## src/rtl/demux_pkg.sv

```systemverilog
// Shared definitions for the stream demultiplexing router: default widths,
// the holding-register state encoding and the lane-select legality check.
package demux_pkg;

  localparam int DEF_DATA_W = 8;
  localparam int DEF_N_OUT  = 4;
  localparam int DEF_SEL_W  = 2;
  localparam int DEF_CNT_W  = 8;

  typedef enum logic {
    EMPTY = 1'b0,
    FULL  = 1'b1
  } state_t;

  // A select addresses a real lane only when it is below the lane count;
  // wider select codes are accepted from upstream but then discarded.
  function automatic logic sel_is_legal(input int sel, input int n_out);
    return sel < n_out;
  endfunction

endpackage

```

## src/rtl/sat_counter.sv

```systemverilog
// Saturating up-counter: sticks at all-ones instead of wrapping to zero.
module sat_counter #(
  parameter int W = 8
) (
  input  logic         clk,
  input  logic         rst,
  input  logic         inc,
  output logic [W-1:0] cnt
);

  // Count increment requests, holding at the maximum once reached
  always_ff @(posedge clk or posedge rst) begin
    if (rst) begin
      cnt <= '0;
    end else if (inc && (cnt != '1)) begin
      cnt <= cnt + 1'b1;
    end
  end

endmodule

```

## src/rtl/stream_demux_router.sv

```systemverilog
// Registered 1-to-N stream demultiplexer. A single holding register carries
// the accepted word and its destination lane; readiness passes straight
// through from the selected consumer so a full register can be drained and
// refilled on the same edge. Per-lane transfer counts and an illegal-select
// drop count are kept in saturating counters.
module stream_demux_router
  import demux_pkg::*;
#(
  parameter int DATA_W = DEF_DATA_W,
  parameter int N_OUT  = DEF_N_OUT,
  parameter int SEL_W  = DEF_SEL_W,
  parameter int CNT_W  = DEF_CNT_W
) (
  input  logic                   clk,
  input  logic                   rst,
  input  logic                   in_valid,
  output logic                   in_ready,
  input  logic [DATA_W-1:0]      in_data,
  input  logic [SEL_W-1:0]       in_sel,
  output logic [N_OUT-1:0]       out_valid,
  input  logic [N_OUT-1:0]       out_ready,
  output logic [DATA_W-1:0]      out_data,
  output logic [N_OUT*CNT_W-1:0] lane_cnt,
  output logic [CNT_W-1:0]       drop_cnt,
  output logic                   err_sel
);

  state_t            state;
  state_t            state_next;
  logic [DATA_W-1:0] hold_q;
  logic [SEL_W-1:0]  dst_q;
  logic              err_q;

  logic              accept;
  logic              legal;
  logic              load;
  logic              drop;
  logic              xfer;
  logic [N_OUT-1:0]  lane_inc;

  // Decode the held destination into a one-hot valid, only while a word is held
  always_comb begin
    out_valid = '0;
    for (int k = 0; k < N_OUT; k++) begin
      out_valid[k] = (state == FULL) && (dst_q == SEL_W'(k));
    end
  end

  assign lane_inc = out_valid & out_ready;
  assign xfer     = |lane_inc;
  assign in_ready = (state == EMPTY) || xfer;
  assign accept   = in_valid && in_ready;
  assign legal    = sel_is_legal(int'(in_sel), N_OUT);
  assign load     = accept && legal;
  assign drop     = accept && !legal;

  // Next-state: fill on a legal accept, empty when drained without a refill
  always_comb begin
    state_next = state;
    case (state)
      EMPTY:   if (load) state_next = FULL;
      FULL:    if (xfer && !load) state_next = EMPTY;
      default: state_next = EMPTY;
    endcase
  end

  // State register
  always_ff @(posedge clk or posedge rst) begin
    if (rst) begin
      state <= EMPTY;
    end else begin
      state <= state_next;
    end
  end

  // Holding register and destination; left untouched unless a legal word lands
  always_ff @(posedge clk or posedge rst) begin
    if (rst) begin
      hold_q <= '0;
      dst_q  <= '0;
    end else if (load) begin
      hold_q <= in_data;
      dst_q  <= in_sel;
    end
  end

  // One-cycle error pulse following each dropped word
  always_ff @(posedge clk or posedge rst) begin
    if (rst) begin
      err_q <= 1'b0;
    end else begin
      err_q <= drop;
    end
  end

  assign out_data = hold_q;
  assign err_sel  = err_q;

  for (genvar k = 0; k < N_OUT; k++) begin : g_lane_cnt
    sat_counter #(.W(CNT_W)) u_lane_cnt (
      .clk (clk),
      .rst (rst),
      .inc (lane_inc[k]),
      .cnt (lane_cnt[k*CNT_W +: CNT_W])
    );
  end

  sat_counter #(.W(CNT_W)) u_drop_cnt (
    .clk (clk),
    .rst (rst),
    .inc (drop),
    .cnt (drop_cnt)
  );

endmodule

```

## config.mk

```make
export PLATFORM = sky130hd
export DESIGN_NAME = stream_demux_router
export DESIGN_NICKNAME = d
export VERILOG_FILES = /design/src/rtl/demux_pkg.sv /design/src/rtl/sat_counter.sv /design/src/rtl/stream_demux_router.sv
export SDC_FILE = /design/constraint.sdc
export NUM_CORES = 1
export LEC_CHECK = 0
export ABC_AREA = 1
export BUFFER_PORTS_ARGS = -buffer_cell sky130_fd_sc_hd__buf_2
export CAP_MARGIN = 25
export CORE_ASPECT_RATIO = 1.1
export CORE_UTILIZATION = 28
export CTS_CLUSTER_DIAMETER = 60
export DETAILED_ROUTE_END_ITERATION = 12
export GPL_ROUTABILITY_DRIVEN = 0
export MAX_ROUTING_LAYER = met4
export PLACE_DENSITY = 0.54
export SLEW_MARGIN = 40
export SYNTH_ARGS = -nofsm -noshare
export SYNTH_HDL_FRONTEND = slang
export SYNTH_HIERARCHICAL = 1
export SYNTH_SLANG_ARGS = --single-unit
```

## constraint.sdc

```tcl
create_clock -name clk -period 4.2 [get_ports clk]
set_input_delay 0.21 -clock clk [delete_from_list [all_inputs] [get_ports clk]]
set_output_delay 0.21 -clock clk [all_outputs]
set_load 0.02 [all_outputs]
```

* Word-level counts from Yosys, hierarchy flattened
Cells that the tools add are included.
** Storage, ports and cells
- ROM bits :: 0
- Output and inout port bits :: 54
- Bits in writable memories :: 0
- Bits of input ports :: 17
- Latch bits :: 0
- Logic and storage cells :: 37
- Memories kept :: 0
- Flip-flop bits (word level) :: 43
** Operators by class
- Mux-type cells :: 3
- Eq/ne operators :: 7
- Shift operators :: 0
- Divide/modulo/power cells :: 0
- Bitwise gates (word level) :: 2
- Add/sub/neg operators :: 4
- $mul :: 0
- Order comparisons :: 0
- Reduce and logical (&&, ||, !) cells :: 14
** Operators by type and width (number)
- $add A8 B1 Y8 const B :: 4
- $ne A8 B8 Y1 const B :: 4
- $logic_and A1 B1 Y1 :: 10
- $and A4 B4 Y4 :: 1
- $eq A2 B2 Y1 const B :: 2
- $reduce_or A4 Y1 :: 1
- $eq A2 B1 Y1 const B :: 1
- $logic_not A2 Y1 :: 1
- $mux W1 :: 2
- $pmux W1 S2 :: 1
- $logic_not A1 Y1 :: 1
- $logic_or A1 B1 Y1 :: 1
- $not A1 Y1 :: 1

* Logic depth before layout (Yosys ltp)
- Depth after elaboration :: 10
- Gate-level depth with buffers :: 9

* Cells and area by module
Netlist, hierarchy kept.
** Modules (own cells, without submodules)
- sat_counter :: cells an instance 63, times used 5, area an instance 473.0 sq um, sequential area each 200.2 sq um
- stream_demux_router :: cells an instance 72, times used 1, area an instance 624.3 sq um, sequential area each 275.3 sq um

* Worst setup path after synthesis
No wires, ideal clock.
- Kind :: register to register
- From :: register dst_q[1]
- To :: register g_lane_cnt[1].u_lane_cnt.cnt[7]
- Clock period less this slack :: 1.399 ns
- Setup slack :: 2.801 ns
- Arrival time :: 1.281 ns
- Buffers on the path :: 1
- Cell stages (with the launch flop) :: 10
- Setup time :: 0.117 ns
- Cells stage by stage :: dfrtp_1 -> inv_1 -> nand3_1 -> nor2_2 -> buf_2 -> nand3_1 -> nor2_2 -> nand3_2 -> nand2_1 -> nand2_1
** Between the ends
- Cells in the longest elaborated chain, start to end :: 4
** RTL lines
- from (decl) :: RTL line stream_demux_router.sv:31 : logic [SEL_W-1:0] dst_q;
- from (signal assigned) :: RTL line stream_demux_router.sv:83 : dst_q <= in_sel;
- $eq A2 B1 Y1 :: RTL line stream_demux_router.sv:45 : out_valid[k] = (state == FULL) && (dst_q == SEL_W'(k));
- $logic_and A1 B1 Y1 :: RTL line stream_demux_router.sv:45
- $and A4 B4 Y4 :: RTL line stream_demux_router.sv:49 : assign lane_inc = out_valid & out_ready;
- net lane_inc[1] :: RTL line stream_demux_router.sv:39 : logic [N_OUT-1:0] lane_inc;
- $logic_and A1 B1 Y1 :: RTL line sat_counter.sv:15 : end else if (inc && (cnt != '1)) begin
- to (signal assigned) :: RTL line sat_counter.sv:16 : cnt <= cnt + 1'b1;
- to (decl) :: RTL line sat_counter.sv:8 : output logic [W-1:0] cnt
The timed path passes the listed nets, and every way through them passes these cells.
A chain may end at the register's enable or synchronous reset.

* Worst setup path after layout
- From :: register dst_q[1]
- To :: output port in_ready
** Between the ends
- Cells in the longest elaborated chain, start to end :: 5
** RTL lines
- $eq A2 B1 Y1 :: RTL line stream_demux_router.sv:45
- $logic_and A1 B1 Y1 :: RTL line stream_demux_router.sv:45
- $and A4 B4 Y4 :: RTL line stream_demux_router.sv:49
- net lane_inc[1] :: RTL line stream_demux_router.sv:39
- $reduce_or A4 Y1 :: RTL line stream_demux_router.sv:50 : assign xfer = |lane_inc;
- $logic_or A1 B1 Y1 :: RTL line stream_demux_router.sv:51 : assign in_ready = (state == EMPTY) || xfer;
- to (decl) :: RTL line stream_demux_router.sv:17 : output logic in_ready,
The timed path passes the listed nets, and every way through them passes these cells.

==> summary.md <==
| Metric | Value |
|---|---|
| Worst-path clk slew | `60 ps` |
| Worst Path Arrival | `between 1500 and 2000 ps` |
| Pre-CTS setup slack | `about 2300 ps` |
| Post-synth EDFFs | `0` |
| I/O pin count | `between 70 and 80` |
| Worst path required time | `approximately 4000 ps` |
| Critical path's most frequent cell | `nor2_2` |
| Worst Setup Start Kind | `register` |
| DR top layer | `met4` |
| Clock buffers created by TritonCTS | `5` |
| Comb pwr share | `40.6%` |
| DR pass1 iterations | `4` |
| Inst Count DP | `587` |
| Worst setup EP type | `primary output` |
| Area growth syn-to-layout | `18.59%` |
| Yosys warns | `6` |
| Vias per cell | `4.249` |
| Final min period | `a little under 2000 ps` |
| Overflow after GRT | `0` |
| Buf/Inv on CP | `2` |
| Worst-path cell chain | `inv_1 -> nand3_1 -> nor2_2 -> nor2_2 -> nand2_4 -> buf_2` |
| Total design power | `approximately 2.0 mW` |
| Pin count of the biggest net entering global routing | `14` |
| Max Slew Vio Count | `0` |
| CTS Sinks | `~50` |
| DIE HEIGHT | `between 100 and 150 um` |
| Pleak | `1.843 nW` |
| Worst slew pin tran | `between 500 and 600 ps` |
| Routed wl met3 | `about 370 um` |
| Starting Density | `28.76%` |
| Placed Area | `0.003401 mm2` |
| Clock share of power | `19.8%` |
| # port buffers | `just under 70` |
| Primary FF master, synth | `dfrtp_1` |
| Part of the power in registers | `between 30% and 40%` |
| # DRC | `0` |
| RR Startpoint | `dst_q[0]` |
| Seq/Total Area, Yosys | `42.70%` |
| Via Count | `around 2500` |
| Synth area leaders | `dfrtp_1, nand2_1, inv_1` |
| Fin crit share | `a little under half` |
| Layout Cells excl Fill | `~590` |
| Final HPWL DP | `between 4000 and 5000 um` |
| Synth cell count leaders | `nand2_1, inv_1, dfrtp_1` |
| Cells after synthesis | `between 300 and 400` |
| WL met1 | `approximately 3000 um` |
| Setup CP Type | `reg -> out` |
| Post-synth ARST share | `100.0%` |
| Power Density | `roughly 560 mW/mm2` |
| Post-synth top area cell | `dfrtp_1` |
| WL final | `approximately 6500 um` |
| Number of gates resized after CTS | `0` |
| Clk_skew | `2.585 ps` |
| Setup Viol. Count Final | `0` |
| Routed Antenna Nets | `0` |
| Clock tree from TritonCTS | `built` |
| Fmax achieved | `505.4 MHz` |
| Delay-heaviest family, CP | `simple AND/OR/NAND/NOR gates` |
| Share of layout cells above drive strength 1 | `between 20 and 30%` |
| Crit Path Max Fanout | `13` |
| Switching share of power | `43.26%` |
| Synth Area per Inst | `~7.7 um2` |
| Final Hold Vio Count | `0` |
| NetSw | `~0.85 mW` |
| Pint | `~1.1 mW` |
| Site Rows | `39` |
| Top-count cell post-synth | `nand2_1` |
| CP startpoint | `dst_q[1]` |
| Slowest CP cell | `dfrtp_1` |
| Worst ir drop on vdd | `approximately 0.24 mV` |
| Yosys reg bits | `51` |
| First-pass GRT wire length | `between 10000 and 15000 um` |
| Root Driver | `clkbuf_16` |
| MaxCap Viol Count | `0` |
| Clk Latency, worst-skew pair | `roughly 290 ps` |
| Fin area | `about 0.0035 mm2` |
| NumNets Final | `around 470` |
| Vias in the first global route | `~2300` |
| Worst path max stage delay | `roughly 430 ps` |
| Final setup margin | `approximately 2200 ps` |
| Die W | `about 100 um` |
| Slew margin rel. | `about two thirds` |
| Antenna diode count | `0` |
| Share of the synthesized area in the top cell type | `between 40 and 50%` |
| Cell area after synthesis | `around 0.003 mm2` |
| RSZ-0062 raised after global routing | `no` |
| Final setup TNS | `0 ps` |
| WL per Instance | `10.90 um` |
| Worst hold path type | `in -> reg` |
| Outcome | `finished, final reports clean` |
| Post-synthesis cell type count | `23` |
| H-tree Lvls | `2` |
| Initial DRC Count | `around 120` |
| Full die area | `about 0.011 mm2` |
| Initial antenna violation count | `0` |
| Tot GR Track Use | `about 13%` |
| Met2 routed WL | `3021 um` |
| Clock Tree Buf Depth | `2` |
| Core Region | `~0.010 mm2` |
| Hold_sp | `in_data[4]` |
-- routing by layer --
metal / track usage, % / up-vias
met2: 20.69 / 56
met1: 15.18 / 1144
li1: - / 1320
met5: - / -
met3: 3.279 / 4
met4: 4.141 / 0
-- kinds of logic (layout without fill, tap and decap cells) --
| family | after synthesis | count (layout) | share of synthesized area [%] |
|---|---|---|---|
| XOR/XNOR | 5 | 5 | 1.465 |
| adder cells (fa/ha/maj) | 5 | 5 | 2.093 |
| AND/OR/NAND/NOR | 240 | 240 | 39.77 |
| AO/OA/AOI/OAI | 11 | 11 | 2.302 |
| flip-flops | 51 | 51 | 42.70 |
| buffers and inverters | 74 | 137 | 11.55 |
| other | 1 | 2 | 0.1255 |
-- worst min-delay path: stages --
cell and delay (ps):
buf_2 80, nand3_2 60, nand2_1 60
-- through the flow --
step	utilization [%]	hold slack, ps
final	34.10	149.3
after global routing	34.10	163.4
after CTS	34.06	145.8
after detailed placement	32.72	267.4
after global placement	32.72	260.9
after floorplan	-	25.66
-- layout by cell type (no fill, tap or decap) --
master / synthesis / routed
nand4_1: 11 / 11
clkbuf_1: 0 / 1
clkbuf_16: 0 / 5
o21bai_4: 1 / 1
o21ai_0: 5 / 5
nand3_1: 34 / 34
inv_1: 60 / 60
conb_1: 1 / 2
nor3_1: 3 / 2
buf_2: 5 / 69
inv_2: 1 / 1
xnor2_1: 5 / 5
nand2_4: 2 / 2
dfrtp_1: 51 / 51
nand2_1: 128 / 128
nor2_2: 17 / 17
nor3_2: 0 / 1
nand3b_1: 5 / 5
dlygate4sd3_1: 0 / 1
nand2_2: 10 / 10
nor2_1: 12 / 12
o21ai_1: 5 / 5
ha_1: 5 / 5
nand3_2: 18 / 18
-- sequential cells by signal (all words and copies together), names as in the netlist --
| signal | cells |
|---|---|
| dst_q | 2 |
| u_drop_cnt/cnt | 8 |
| g_lane_cnt.u_lane_cnt/cnt | 32 |
| out_data | 8 |
| state | 1 |
-- power by group through the flow --
stage               clock network (mW)  registers (mW)  logic (mW)
floorplan                            0           0.916       0.458
global placement                     0           0.782       0.796
detailed placement                   0           0.787       0.809
CTS                              0.406           0.782       0.810
global route                     0.423           0.806       0.897
finish                           0.389           0.780       0.800
-- path summary, 6_finish.rpt --
kind                       depth (start not counted)                              end  slack (ps)
setup reg to reg                                   7  g_lane_cnt[3].u_lane_cnt/cnt[7]        2550
max in group asynchronous                          3                         dst_q[1]        3370
min in group asynchronous                          3  g_lane_cnt[1].u_lane_cnt/cnt[2]         480
hold reg to reg                                    2                      out_data[7]         470
hold / removal                                     3                      out_data[4]         150
setup / recovery                                   6                         in_ready        2220
-- what timing repair did --
action                    CTS  global route
hold endpoints to repair   40             0
hold buffers                1             0
buffers inserted            0             0
-- final cells by class --
cell class,count,area [um2]
clock buffers,6,128.9
fillers,1111,6849
inverters,61,229.0
multi-input cells,263,1376
flip-flops and latches,51,1276
well taps,143,178.9
repair buffers,70,355.3
(Power assumes the default switching activity.)
